File: src/rtl/serial_nonce_tx.sv
// UART (8N1) transmitter for golden nonces: a small FIFO of 32-bit nonces,
// each sent as four bytes, most significant byte first, LSB of each byte first.
module serial_nonce_tx #(
    parameter int unsigned CLKS_PER_BIT = 100,
    parameter int unsigned FIFO_DEPTH   = 4
) (
    input  logic                        clk,
    input  logic                        reset_n,
    input  logic [31:0]                 nonce_in,
    input  logic                        nonce_valid,
    output logic                        TxD,
    output logic                        busy,
    output logic                        overflow,
    output logic [$clog2(FIFO_DEPTH):0] fifo_level
);
    localparam int unsigned CNT_W = $clog2(CLKS_PER_BIT);
    localparam int unsigned PTR_W = $clog2(FIFO_DEPTH);
    localparam int unsigned LVL_W = PTR_W + 1;
    localparam logic [CNT_W-1:0] CNT_LAST = CNT_W'(CLKS_PER_BIT - 1);
    localparam logic [LVL_W-1:0] LVL_FULL = LVL_W'(FIFO_DEPTH);

    typedef enum logic [1:0] {S_IDLE, S_START, S_DATA, S_STOP} state_t;

    state_t           r_state, w_state_nxt;
    logic [31:0]      r_mem [FIFO_DEPTH];
    logic [PTR_W-1:0] r_wr_ptr, r_rd_ptr;
    logic [CNT_W-1:0] r_cnt, w_cnt_nxt;
    logic [2:0]       r_bit_idx, w_bit_idx_nxt;
    logic [1:0]       r_byte_idx, w_byte_idx_nxt;
    logic [31:0]      r_shift, w_shift_nxt;
    logic [7:0]       w_byte_nxt;
    logic [LVL_W-1:0] w_level_nxt;
    logic             w_txd_nxt, w_busy_nxt, w_bit_done;
    logic             w_empty, w_full, w_pop, w_push, w_drop;

    // A full FIFO still accepts a write on the edge that pops its head.
    assign w_empty    = (fifo_level == '0);
    assign w_full     = (fifo_level == LVL_FULL);
    assign w_pop      = (r_state == S_IDLE) && !w_empty;
    assign w_push     = nonce_valid && (!w_full || w_pop);
    assign w_drop     = nonce_valid && w_full && !w_pop;
    assign w_bit_done = (r_cnt == CNT_LAST);

    always_comb begin
        w_level_nxt = fifo_level;
        if (w_push && !w_pop) begin
            w_level_nxt = fifo_level + LVL_W'(1);
        end else if (w_pop && !w_push) begin
            w_level_nxt = fifo_level - LVL_W'(1);
        end
    end

    always_ff @(posedge clk) begin
        if (w_push) begin
            r_mem[r_wr_ptr] <= nonce_in;
        end
    end

    always_ff @(posedge clk or negedge reset_n) begin
        if (!reset_n) begin
            r_wr_ptr   <= '0;
            r_rd_ptr   <= '0;
            fifo_level <= '0;
            overflow   <= 1'b0;
        end else begin
            if (w_push) r_wr_ptr <= r_wr_ptr + PTR_W'(1);
            if (w_pop)  r_rd_ptr <= r_rd_ptr + PTR_W'(1);
            fifo_level <= w_level_nxt;
            if (w_drop) overflow <= 1'b1;
        end
    end

    always_ff @(posedge clk or negedge reset_n) begin
        if (!reset_n) begin
            r_state <= S_IDLE;
        end else begin
            r_state <= w_state_nxt;
        end
    end

    // Next state plus next line level; TxD is registered from the next-state view
    // so the start bit appears on the same edge that pops the nonce.
    always_comb begin
        w_state_nxt    = r_state;
        w_cnt_nxt      = r_cnt + CNT_W'(1);
        w_bit_idx_nxt  = r_bit_idx;
        w_byte_idx_nxt = r_byte_idx;
        w_shift_nxt    = r_shift;
        w_txd_nxt      = 1'b1;
        case (r_state)
            S_IDLE: begin
                w_cnt_nxt = '0;
                if (w_pop) begin
                    w_shift_nxt    = r_mem[r_rd_ptr];
                    w_byte_idx_nxt = '0;
                    w_state_nxt    = S_START;
                end
            end
            S_START: begin
                if (w_bit_done) begin
                    w_cnt_nxt     = '0;
                    w_bit_idx_nxt = '0;
                    w_state_nxt   = S_DATA;
                end
            end
            S_DATA: begin
                if (w_bit_done) begin
                    w_cnt_nxt = '0;
                    if (r_bit_idx == 3'd7) begin
                        w_state_nxt = S_STOP;
                    end else begin
                        w_bit_idx_nxt = r_bit_idx + 3'd1;
                    end
                end
            end
            S_STOP: begin
                if (w_bit_done) begin
                    w_cnt_nxt = '0;
                    if (r_byte_idx == 2'd3) begin
                        w_state_nxt = S_IDLE;
                    end else begin
                        w_byte_idx_nxt = r_byte_idx + 2'd1;
                        w_shift_nxt    = {r_shift[23:0], 8'h00};
                        w_state_nxt    = S_START;
                    end
                end
            end
            default: w_state_nxt = S_IDLE;
        endcase
        w_byte_nxt = w_shift_nxt[31:24];
        case (w_state_nxt)
            S_START: w_txd_nxt = 1'b0;
            S_DATA:  w_txd_nxt = w_byte_nxt[w_bit_idx_nxt];
            default: w_txd_nxt = 1'b1;
        endcase
        w_busy_nxt = (w_state_nxt != S_IDLE) || (w_level_nxt != '0);
    end

    always_ff @(posedge clk or negedge reset_n) begin
        if (!reset_n) begin
            r_cnt      <= '0;
            r_bit_idx  <= '0;
            r_byte_idx <= '0;
            r_shift    <= '0;
            TxD        <= 1'b1;
            busy       <= 1'b0;
        end else begin
            r_cnt      <= w_cnt_nxt;
            r_bit_idx  <= w_bit_idx_nxt;
            r_byte_idx <= w_byte_idx_nxt;
            r_shift    <= w_shift_nxt;
            TxD        <= w_txd_nxt;
            busy       <= w_busy_nxt;
        end
    end
endmodule

File: config.mk
export PLATFORM = sky130hd
export DESIGN_NAME = serial_nonce_tx
export DESIGN_NICKNAME = d
export VERILOG_FILES = /design/src/rtl/serial_nonce_tx.sv
export SDC_FILE = /design/constraint.sdc
export NUM_CORES = 1
export LEC_CHECK = 0
export CORE_ASPECT_RATIO = 2
export CORE_MARGIN = 2
export CORE_UTILIZATION = 56
export CTS_BUF_LIST = sky130_fd_sc_hd__clkbuf_2
export DETAILED_ROUTE_END_ITERATION = 16
export GPL_TIMING_DRIVEN = 0
export PLACE_DENSITY = 0.85
export SYNTH_ARGS = -nofsm -noshare
export SYNTH_HDL_FRONTEND = slang
export SYNTH_SLANG_ARGS = --single-unit
File: constraint.sdc
create_clock -name clk -period 2.52 [get_ports clk]
set_clock_uncertainty 0.2 [all_clocks]
set_input_delay 0.378 -clock clk [delete_from_list [all_inputs] [get_ports clk]]
set_output_delay 0.378 -clock clk [all_outputs]
set_load 0.02 [all_outputs]
==> reports/results.tsv <==
metric	value	unit
syn_to_final_growth	18.1	%
grt_busiest_layer	met2	
seq_area	5250	sq um
fmax	0.395	GHz
htree_levels	4	
track_usage	22.0	%
root_buffer	clkbuf_2	
critPathRequiredTime	2.98	ns
start_util	57.6	%
io_pins	41	
max-clock-path-buffers	2	
synthFlopType	edfxtp_1	
period_needed	2.53	ns
tightestPinTransition	0.900	ns
worstSetupPathType	flop to flop	
dp_hpwl	9.89	mm
via_per_inst	5.96	
grt_util_met3	3.45	%
drv_slew	0	
cts_tree	built	
whs	0.0845	ns
rows	59	
clock_latency	0.75	ns
drc	0	
synthCells	461	
wire_per_inst	20.5	um
multiInputGateArea	2220	sq um
clkTransAtPathRegs	0.31	ns
nFillCells	876	
fin_nets	608	
min_path_type	input port to flop	
core_area	13000	sq um
ys_seq_area_share	70.2	%
ant_nets	0	
grt_remaining_overflow	0	
first_iter_violations	259	
setup_viol	1	
grt_max_degree	37	
rsz0062_at_grt	true	
yosys_warnings	0	
antenna_found_initial	1	
port_buffers	40	
use_met2	41.9	%
status	finished, violations left	
path_max_fanout	5	
ir_drop	0.666	mV
violations	setup timing	
vias	4320	
synth_edf_count	128	
die_area	14300	sq um
drv_cap	0	
drive_gt1_share	23.3	%
wl	14.9	mm
fin_crit_sh	100	%
finalHoldViolCount	0	
dr.pass1.iters	5	
die_w	85.7	um
die_y	167	um
synth.avg_cell_area	16.2	sq um
synth_seq_cells	184	
leakagePower	3.22	nW
cts_buffers	17	
gp_congestion	0.860	
place_ws	-0.304	ns
syn-cell-area	7480	sq um
clock-sinks	184	
async_flop_share	30.4	%
synth.net_count	510	
relSlewSlack	39.8	%
arrival	2.99	ns
synthDistinctLibCells	55	
grt_pass1_vias	4623	
grt_first_pass_wirelength	23.6	mm
worst_setup_path_end_kind	flop	
grt_util_met1	23.3	%
power.density	1020	nW/um^2
worst_slack	-0.0100	ns
startpoint_type	flop	
-- final cells by class --
type	instances	area share, %
sequential	184	59.4
multi-input combinational	243	25.1
timing repair buffer	83	8.94
tap	152	2.15
clock inverter	14	1.72
clock buffer	18	1.02
buffer	17	1.01
inverter	13	0.553
antenna	1	0.0283
-- through the flow --
stage / utilization (%) / cell area [sq um] / TNS, ns / cells / total power, mW
CTS: 67.5 / 8770 / 0 / 719 / 9.03
finish: 67.9 / 8830 / -0.0100 / 725 / 9.04
floorplan: - / 7480 / 0 / 461 / 6.38
detailed placement: 62.2 / 8090 / -13.92 / 654 / 7.40
global placement: 62.1 / 8070 / -121.77 / 653 / 7.24
global route: 67.9 / 8830 / -0.330 / 725 / 9.53
-- repair_timing --
action / in CTS / in global routing
setup endpoints to repair: 67 / 71
endpoints found under the hold margin: 148 / 0
gates resized for setup: 27 / 15
pin swaps: 2 / 4
hold buffers: 27 / 0
setup buffers: 10 / 5
-- cell usage in the layout, fill, tap and decap left out, types with 5 or more instances in the layout --
| cell | netlist | layout |
|---|---|---|
| a21oi_1 | 5 | 5 |
| a22oi_1 | 16 | 16 |
| and2_1 | 10 | 10 |
| and3_2 | 1 | 6 |
| buf_4 | 2 | 20 |
| clkbuf_2 | 1 | 24 |
| clkdlybuf4s50_1 | 0 | 36 |
| dfrtp_1 | 55 | 55 |
| dlygate4sd3_1 | 0 | 27 |
| edfxtp_1 | 128 | 128 |
| ha_1 | 14 | 9 |
| inv_1 | 12 | 8 |
| inv_2 | 1 | 5 |
| inv_8 | 0 | 6 |
| mux4_2 | 32 | 32 |
| nand2_1 | 48 | 48 |
| nand3_1 | 8 | 8 |
| nor2_1 | 15 | 15 |
| o21ai_0 | 29 | 29 |
| xnor2_1 | 7 | 7 |
-- routing by layer --
metal  part of all wire, %  routed length (um)
met3                   2.6                 394
met5                     0                   0
met1                    35                5220
met4                   2.7                 398
met2                    60                8860
-- sequential cells by signal, indices dropped and copies added, names as in the netlist --
name and cells:
r_mem 128, r_shift 32, r_cnt 7, fifo_level 3, r_bit_idx 3, r_byte_idx 2
r_rd_ptr 2, r_state 2, r_wr_ptr 2, TxD 1, busy 1, overflow 1
-- path summary, 6_finish.rpt --
path,startpoint,to,slack (ns),depth (start not counted)
setup / recovery,r_state[1]$_DFF_PN0_,TxD$_DFF_PN1_,-0.01,9
hold / removal,nonce_in[25],r_mem[3][25]$_DFFE_PP_,0.08,1
setup reg to reg,r_state[1]$_DFF_PN0_,TxD$_DFF_PN1_,-0.01,9
hold reg to reg,r_shift[25]$_DFF_PN0_,r_shift[25]$_DFF_PN0_,0.31,1
max in group asynchronous,reset_n,r_wr_ptr[1]$_DFFE_PN0N_,0.35,4
min in group asynchronous,reset_n,r_byte_idx[0]$_DFFE_PN0P_,0.44,4
-- cells in the mapped netlist, drive strengths merged (2+ instances only) --
cell / n / area [sq um]
a22o: 3 / 26.3
dfrtp: 55 / 1380
xor2: 2 / 17.5
xnor2: 7 / 61.3
clkbuf: 13 / 50.0
and2: 10 / 62.6
nand3: 9 / 50.1
a21oi: 5 / 25.0
a21o: 3 / 25.0
o22ai: 2 / 12.5
nor4: 2 / 12.5
nand2: 48 / 180
buf: 8 / 43.8
and3: 9 / 57.6
o2111ai: 2 / 17.5
nor2: 15 / 56.3
o31ai: 2 / 20.0
ha: 14 / 175
a221o: 4 / 43.8
inv: 13 / 48.8
o21ai: 30 / 154
nand2b: 4 / 25.0
mux4: 32 / 721
a31oi: 2 / 12.5
nand3b: 4 / 30.0
mux2i: 2 / 20.0
edfxtp: 128 / 3840
a22oi: 16 / 120
-- report_power, final --
part	total [mW]	switching (mW)	internal [mW]	leakage, nW
clock network	1.45	1.12	0.335	0.146
registers	4.35	0.301	4.05	1.91
logic	3.24	1.80	1.44	1.17
total	9.04	3.22	5.82	3.22
-- cell families after synthesis --
kind of cell	synth area share [%]
xor gates and xnor gates	1.05
DFF	70.2
and+or+nand+nor	7.15
AOI/OAI and AO/OA	7.33
buffers and inverters	1.91
muxes	10.1
adders and majority gates	2.34
-- worst max-delay path: stages (launching register included) --
cell and delay, ns:
dfrtp_1 0.48, inv_2 0.08, ha_4 0.31, inv_2 0.08
o22a_4 0.26, a221oi_4 0.31, inv_2 0.10, mux2i_1 0.13
o311a_1 0.31, a31oi_2 0.18
Power figures use the tool's default switching activity.
